### src/rtl/fsm_vector_sequencer_if.sv
// Host/core bundle for the vector sequencer: config writes, run control,
// results, and the drive/observe pins toward the core under test.
interface fsm_vector_sequencer_if #(
    parameter int AW    = 4,
    parameter int IN_W  = 3,
    parameter int OUT_W = 4,
    parameter int CNT_W = 8
);
    logic                  wr_en;
    logic [AW-1:0]         wr_addr;
    logic [IN_W+OUT_W-1:0] wr_data;
    logic                  start;
    logic [AW:0]           num_vec;
    logic                  busy;
    logic                  done;
    logic [CNT_W-1:0]      err_cnt;
    logic [AW-1:0]         first_fail;
    logic                  fail_seen;
    logic                  core_rst;
    logic [IN_W-1:0]       core_in;
    logic [OUT_W-1:0]      core_out;

    // Environment side: host plus the core instance.
    modport master (
        output wr_en, wr_addr, wr_data, start, num_vec, core_out,
        input  busy, done, err_cnt, first_fail, fail_seen, core_rst, core_in
    );

    // Sequencer side.
    modport slave (
        input  wr_en, wr_addr, wr_data, start, num_vec, core_out,
        output busy, done, err_cnt, first_fail, fail_seen, core_rst, core_in
    );
endinterface

### src/rtl/fsm_vector_sequencer.sv
// Vector sequencer: resets a small registered core, replays a stored list of
// input vectors one per cycle and scores the core outputs against the stored
// expected responses, LAT cycles later.
//
// state  | meaning
// -------+-------------------------------------------------------------
// IDLE   | waiting for start; vector memory writable; results held
// CRST   | core_rst high for RST_CYC cycles, core_in = 0
// RUN    | vector[k] on core_in, k = 0..len-1, entry pushed to pipeline
// DRAIN  | LAT cycles of idle input so the last responses get compared
// FIN    | one-cycle done pulse, busy already low
module fsm_vector_sequencer #(
    parameter int DEPTH   = 16,
    parameter int AW      = 4,
    parameter int IN_W    = 3,
    parameter int OUT_W   = 4,
    parameter int LAT     = 1,
    parameter int RST_CYC = 2,
    parameter int CNT_W   = 8
) (
    input logic                  clk,
    input logic                  rst,
    fsm_vector_sequencer_if.slave bus
);

    typedef enum logic [2:0] {
        S_IDLE,
        S_CRST,
        S_RUN,
        S_DRAIN,
        S_FIN
    } state_t;

    localparam logic [AW:0] DEPTH_L  = (AW + 1)'(DEPTH);
    localparam logic [3:0]  TMR_RST  = 4'(RST_CYC - 1);
    localparam logic [3:0]  TMR_LAT  = 4'(LAT - 1);

    state_t state_q, state_d;
    logic [AW:0]      len_q, len_d;
    logic [AW:0]      idx_q, idx_d;
    logic [3:0]       tmr_q, tmr_d;
    logic [CNT_W-1:0] err_q, err_d;
    logic [AW-1:0]    ff_q, ff_d;
    logic             fs_q, fs_d;

    logic [LAT-1:0]            pv_q, pv_d;
    logic [LAT-1:0][AW-1:0]    pidx_q, pidx_d;
    logic [LAT-1:0][OUT_W-1:0] pexp_q, pexp_d;

    logic [IN_W+OUT_W-1:0] mem_q [DEPTH];
    logic [IN_W+OUT_W-1:0] rd_word;
    logic                  mem_we;

    assign rd_word = mem_q[idx_q[AW-1:0]];
    assign mem_we  = (state_q == S_IDLE) && bus.wr_en;

    // Vector memory: written only while idle, contents survive reset.
    always_ff @(posedge clk) begin
        if (mem_we) begin
            mem_q[bus.wr_addr] <= bus.wr_data;
        end
    end

    // Next state, counters, compare pipeline and outputs.
    always_comb begin
        state_d = state_q;
        len_d   = len_q;
        idx_d   = idx_q;
        tmr_d   = tmr_q;
        err_d   = err_q;
        ff_d    = ff_q;
        fs_d    = fs_q;
        pv_d    = '0;
        pidx_d  = pidx_q;
        pexp_d  = pexp_q;

        bus.busy     = 1'b0;
        bus.done     = 1'b0;
        bus.core_rst = 1'b0;
        bus.core_in  = '0;

        // Pipeline shifts every cycle; only RUN pushes a valid entry and
        // outside RUN/DRAIN everything stays invalid.
        for (int i = LAT - 1; i > 0; i--) begin
            pv_d[i]   = pv_q[i-1];
            pidx_d[i] = pidx_q[i-1];
            pexp_d[i] = pexp_q[i-1];
        end
        pv_d[0]   = 1'b0;
        pidx_d[0] = idx_q[AW-1:0];
        pexp_d[0] = rd_word[IN_W+OUT_W-1:IN_W];

        // Score the pipeline head against the core's registered outputs.
        if ((state_q == S_RUN || state_q == S_DRAIN) && pv_q[LAT-1] &&
            (bus.core_out != pexp_q[LAT-1])) begin
            if (err_q != {CNT_W{1'b1}}) begin
                err_d = err_q + CNT_W'(1);
            end
            if (!fs_q) begin
                ff_d = pidx_q[LAT-1];
                fs_d = 1'b1;
            end
        end

        case (state_q)
            S_IDLE: begin
                if (bus.start) begin
                    len_d   = (bus.num_vec > DEPTH_L) ? DEPTH_L : bus.num_vec;
                    err_d   = '0;
                    ff_d    = '0;
                    fs_d    = 1'b0;
                    tmr_d   = TMR_RST;
                    state_d = S_CRST;
                end
            end
            S_CRST: begin
                bus.busy     = 1'b1;
                bus.core_rst = 1'b1;
                if (tmr_q == 4'd0) begin
                    idx_d   = '0;
                    state_d = (len_q != '0) ? S_RUN : S_FIN;
                end else begin
                    tmr_d = tmr_q - 4'd1;
                end
            end
            S_RUN: begin
                bus.busy    = 1'b1;
                bus.core_in = rd_word[IN_W-1:0];
                pv_d[0]     = 1'b1;
                if (idx_q == len_q - 1'b1) begin
                    tmr_d   = TMR_LAT;
                    state_d = S_DRAIN;
                end else begin
                    idx_d = idx_q + 1'b1;
                end
            end
            S_DRAIN: begin
                bus.busy = 1'b1;
                if (tmr_q == 4'd0) begin
                    state_d = S_FIN;
                end else begin
                    tmr_d = tmr_q - 4'd1;
                end
            end
            S_FIN: begin
                bus.done = 1'b1;
                state_d  = S_IDLE;
            end
            default: begin
                state_d = S_IDLE;
            end
        endcase

        if (!(state_q == S_RUN || state_q == S_DRAIN)) begin
            pv_d = '0;
        end
    end

    assign bus.err_cnt    = err_q;
    assign bus.first_fail = ff_q;
    assign bus.fail_seen  = fs_q;

    // State and result registers with synchronous reset.
    always_ff @(posedge clk) begin
        if (rst) begin
            state_q <= S_IDLE;
            len_q   <= '0;
            idx_q   <= '0;
            tmr_q   <= '0;
            err_q   <= '0;
            ff_q    <= '0;
            fs_q    <= 1'b0;
            pv_q    <= '0;
            pidx_q  <= '0;
            pexp_q  <= '0;
        end else begin
            state_q <= state_d;
            len_q   <= len_d;
            idx_q   <= idx_d;
            tmr_q   <= tmr_d;
            err_q   <= err_d;
            ff_q    <= ff_d;
            fs_q    <= fs_d;
            pv_q    <= pv_d;
            pidx_q  <= pidx_d;
            pexp_q  <= pexp_d;
        end
    end

endmodule

### src/flat_wrapper.sv
// flat-port wrapper written by rule: the top's interface ports become plain ports
module fsm_vector_sequencer_flat 
#(
    parameter int DEPTH   = 16,
    parameter int AW      = 4,
    parameter int IN_W    = 3,
    parameter int OUT_W   = 4,
    parameter int LAT     = 1,
    parameter int RST_CYC = 2,
    parameter int CNT_W   = 8
)
  (clk, rst, bus_wr_en, bus_wr_addr, bus_wr_data, bus_start, bus_num_vec, bus_core_out, bus_busy, bus_done, bus_err_cnt, bus_first_fail, bus_fail_seen, bus_core_rst, bus_core_in);
  fsm_vector_sequencer_if #(.AW(AW), .IN_W(IN_W), .OUT_W(OUT_W), .CNT_W(CNT_W)) bus_i ();
  input logic clk;
  input logic rst;
  input wire logic [$bits(bus_i.wr_en)-1:0] bus_wr_en;
  input wire logic [$bits(bus_i.wr_addr)-1:0] bus_wr_addr;
  input wire logic [$bits(bus_i.wr_data)-1:0] bus_wr_data;
  input wire logic [$bits(bus_i.start)-1:0] bus_start;
  input wire logic [$bits(bus_i.num_vec)-1:0] bus_num_vec;
  input wire logic [$bits(bus_i.core_out)-1:0] bus_core_out;
  output wire logic [$bits(bus_i.busy)-1:0] bus_busy;
  output wire logic [$bits(bus_i.done)-1:0] bus_done;
  output wire logic [$bits(bus_i.err_cnt)-1:0] bus_err_cnt;
  output wire logic [$bits(bus_i.first_fail)-1:0] bus_first_fail;
  output wire logic [$bits(bus_i.fail_seen)-1:0] bus_fail_seen;
  output wire logic [$bits(bus_i.core_rst)-1:0] bus_core_rst;
  output wire logic [$bits(bus_i.core_in)-1:0] bus_core_in;
  assign bus_i.wr_en = bus_wr_en;
  assign bus_i.wr_addr = bus_wr_addr;
  assign bus_i.wr_data = bus_wr_data;
  assign bus_i.start = bus_start;
  assign bus_i.num_vec = bus_num_vec;
  assign bus_i.core_out = bus_core_out;
  assign bus_busy = bus_i.busy;
  assign bus_done = bus_i.done;
  assign bus_err_cnt = bus_i.err_cnt;
  assign bus_first_fail = bus_i.first_fail;
  assign bus_fail_seen = bus_i.fail_seen;
  assign bus_core_rst = bus_i.core_rst;
  assign bus_core_in = bus_i.core_in;
  fsm_vector_sequencer #(.DEPTH(DEPTH), .AW(AW), .IN_W(IN_W), .OUT_W(OUT_W), .LAT(LAT), .RST_CYC(RST_CYC), .CNT_W(CNT_W)) u_core (.clk(clk), .rst(rst), .bus(bus_i));
endmodule
### config.mk
export PLATFORM = sky130hd
export DESIGN_NAME = fsm_vector_sequencer_flat
export DESIGN_NICKNAME = d
export VERILOG_FILES = /design/src/rtl/fsm_vector_sequencer_if.sv /design/src/rtl/fsm_vector_sequencer.sv /design/src/flat_wrapper.sv
export SDC_FILE = /design/constraint.sdc
export NUM_CORES = 1
export LEC_CHECK = 0
export ABC_AREA = 1
export BUFFER_PORTS_ARGS = -buffer_cell sky130_fd_sc_hd__buf_2
export CAP_MARGIN = 20
export CORE_MARGIN = 2
export CORE_UTILIZATION = 48
export DETAILED_ROUTE_END_ITERATION = 6
export MAX_ROUTING_LAYER = met4
export PLACE_DENSITY = 0.66
export SYNTH_ARGS = -nofsm -noshare
export SYNTH_HDL_FRONTEND = slang
export SYNTH_SLANG_ARGS = --single-unit
### constraint.sdc
create_clock -name clk -period 2.45 [get_ports clk]
set_input_delay 0.6125 -clock clk [delete_from_list [all_inputs] [get_ports clk]]
set_output_delay 0.6125 -clock clk [all_outputs]
set_load 0.01 [all_outputs]
==> results.md <==
* Root buf cell: clkbuf_16
* Core outline area at 13140 um^2
* Post-DP HPWL at 9868 um
* Critical path class: register to primary output
* Commonest cells in the netlist: 112 x edfxtp_1, 107 x nor2_1, 67 x o21ai_0
* Critical path startpoint category: register
* Die H at 119.6 um
* Initial antenna violation count at 0
* Clk sinks at around 160
* Placed Area at 6967 um^2
* Max VDD drop at 0.0005220 V
* Total number of vias at 4763
* TritonCTS buffer count at 17
* GPL Wtd Cong at 0.8857
* Gr usage total at 0.2230
* Final Cycle Share at 0.9786
* Fin. max-slew vios at 0
* Worst r2r dst: u_core.tmr_q[0]
* Flop2flop setup slack at 0.34 ns
* Yosys warnings at 0
* R2R cell count at 12
* Global-route wire length before repair at 23360 um
* RSZ-0062 raised after global routing: yes
* Hold_buf cts at 0
* Cell Chain, Critical Path: inv_8 -> buf_8 -> o21ai_0 -> o221ai_1 -> o211ai_1 -> a21oi_1 -> buf_2
* Fmax at between 400 and 500 MHz
* Required arrival time at the worst endpoint at 1.84 ns
* Synthesis-to-finish area growth at 20.13%
* Nets at 700
* CTS max path bufs at 2
* Largest net degree at the start of global routing at between 40 and 50
* Post-DR vias/cell at roughly 5.5
* IO Port Bufs at 42
* Pin slew with the least headroom to its limit at 0.4396 ns
* Vias in the first global route at about 4600
* Crit end category: primary output
* Hold EP: u_core.bus.first_fail[2]
* Yosys reg bits at 155
* Slowest stage delay, CP at 0.38 ns
* Hold path cells at 2
* Setup ws final at around 0.053 ns
* Hold Vio Cnt, Final at 0
* WL/cell at 17.48 um
* Pleak at 2.883 nW
* Worst r2r src: u_core.len_q[0]
* Top cells by area in the synthesized netlist: edfxtp_1 52%, dfxtp_1 13%, nor2_1 6.3%
* Crit-path slowest cell: dfxtp_4
* Clk slew on worst S/H paths at 0.06 ns
* Number of synthesized flops with an enable pin at between 100 and 150
* DRC Markers at 0
* Final std cells w/o fill at 860
* Sequential cell area fraction in the yosys report at 0.6586
* I/O Pins at 43
* Starting Density at 0.4882
* Layout cell share with drive strength beyond 1 at 0.1827
* Inserted Diodes at 0
* Max-cap violations at 0
* Dpl cells at 825
* Final Instance Area at 7705 um^2
* Initial DRC Count at 476
* Max-slew headroom at the worst pin at 0.7062
* CTS tree: built
* Async SR Flop Fraction at 0
* Final WL at 15030 um
* Yosys cell types at 31
* Clock latency on the worst-skew pair at between 0.4 and 0.5 ns
* Die area at 14300 um^2
* Critical Path Fanout Max at 15
* Max H-tree Level at 4
* Syn Inst Count at approximately 600
* Hold_sp: u_core.bus.first_fail[2]
* Hold Crit Class: register to register
* Post-Syn Nets at 627
* Die Wd at 119.6 um
* Final Skew at between 0.006 and 0.007 ns
* Top-count cell post-synth: edfxtp_1
* Site row count at 42
* Post-synth top area cell: edfxtp_1
* CP Data Arrival Time at 1.78 ns
* Syn Area/Cell at 10.73 um^2
* Total grt overflow at 0
* Area of the mapped netlist at 6414 um^2
* Primary FF master, synth: edfxtp_1
* Pre-CTS setup slack at 0.2781 ns
* Pre-antenna DRT Iters at 5
* PwrDens at between 900 and 1000 nW/um^2
* Post-layout min period at 2.397 ns
* Status: complete, no violations
* Routed Antenna Nets at 0
* Setup violators final at 0
* Top cell type's share of synthesized area at 0.5244
worst max-delay path by stage:
stage	startpoint	to	slack (ns)	depth (start not counted)
floorplan	register	bus_core_in[0]	0.53	8
global placement	register	bus_core_in[1]	0.37	6
CTS	register	bus_core_in[1]	-0.005	6
global route	register	bus_core_in[1]	-0.05	7
detailed placement	register	bus_core_in[1]	0.28	6
finish	register	bus_core_in[0]	0.05	7
placed cells by master, fill, tap and decap left out, drive strengths merged, types with 2 or more instances in the layout:
| master | n |
|---|---|
| o31ai | 3 |
| dfxtp | 43 |
| ha | 5 |
| or2 | 2 |
| o221ai | 20 |
| edfxtp | 112 |
| o21ai | 71 |
| nor2 | 112 |
| inv | 53 |
| nand4 | 6 |
| bufinv | 4 |
| buf | 75 |
| a21oi | 27 |
| nand2 | 56 |
| o22ai | 8 |
| nor3 | 3 |
| nand3 | 32 |
| clkbuf | 22 |
| o211ai | 8 |
| xor2 | 11 |
| clkinv | 7 |
worst max-delay path, delay by kind of cell, from the launching register on:
kind	cells	cell delay (ns)
flip-flops	1	0.38
AO/OA/AOI/OAI	4	0.57
buffers and inverters	3	0.41
through the flow:
stage / hold slack (ns) / setup TNS (ns) / util / power (mW)
2_1_floorplan: 0.4549 / 0 / - / 4.069
3_3_place_gp: 0.4311 / 0 / 0.5303 / 4.421
5_1_grt: 0.4608 / -0.1313 / 0.5865 / 7.588
4_1_cts: 0.4324 / -0.005475 / 0.5793 / 7.183
6_report: 0.4491 / 0 / 0.5865 / 7.264
3_5_place_dp: 0.4439 / 0 / 0.5303 / 4.473
repair_timing:
action,CTS,global route
pin swaps,0,4
hold endpoints to repair,0,0
gates resized for setup,11,14
cloned,0,2
setup buffers,0,1
endpoints found under the setup margin,3,3
flip-flops by register name (all words and copies together), names as in the netlist, named ones only:
name,cells
u_core.bus.err_cnt,8
u_core.bus.fail_seen,1
u_core.bus.first_fail,4
u_core.idx_q,5
u_core.len_q,5
u_core.mem_q,112
u_core.pexp_q,4
u_core.pidx_q,4
u_core.pv_q,1
u_core.state_q,3
u_core.tmr_q,4
layer usage:
layer / part of all wire / track usage
met5: 0 / -
met4: 0.027 / 0.1037
met3: 0.062 / 0.04230
met1: 0.43 / 0.2869
met2: 0.48 / 0.3454
logic make-up (layout without fill, tap and decap cells):
kind of cell / count (synthesis) / in the layout / synth area share
and+or+nand+nor: 211 / 211 / 0.1389
DFF: 155 / 155 / 0.6586
AOI/OAI and AO/OA: 139 / 139 / 0.1270
buffers and inverters: 76 / 162 / 0.04935
xor gates and xnor gates: 12 / 12 / 0.01639
adders and majority gates: 5 / 5 / 0.009754
cell type report:
| cell class | instances | area [um^2] |
|---|---|---|
| clock inverter | 12 | 171.4 |
| clock buffer | 20 | 436.7 |
| sequential | 155 | 4232 |
| multi-input combinational | 367 | 1877 |
| timing repair buffer | 77 | 559.3 |
| inverter | 53 | 209.0 |
| tap | 176 | 220.2 |
| fill | 1100 | 5433 |
where the power goes:
part / internal [mW] / switching, mW
Combinational: 0.535 / 0.972
Sequential: 2.95 / 0.109
Clock: 1.70 / 0.997
(Power assumes the default switching activity.)
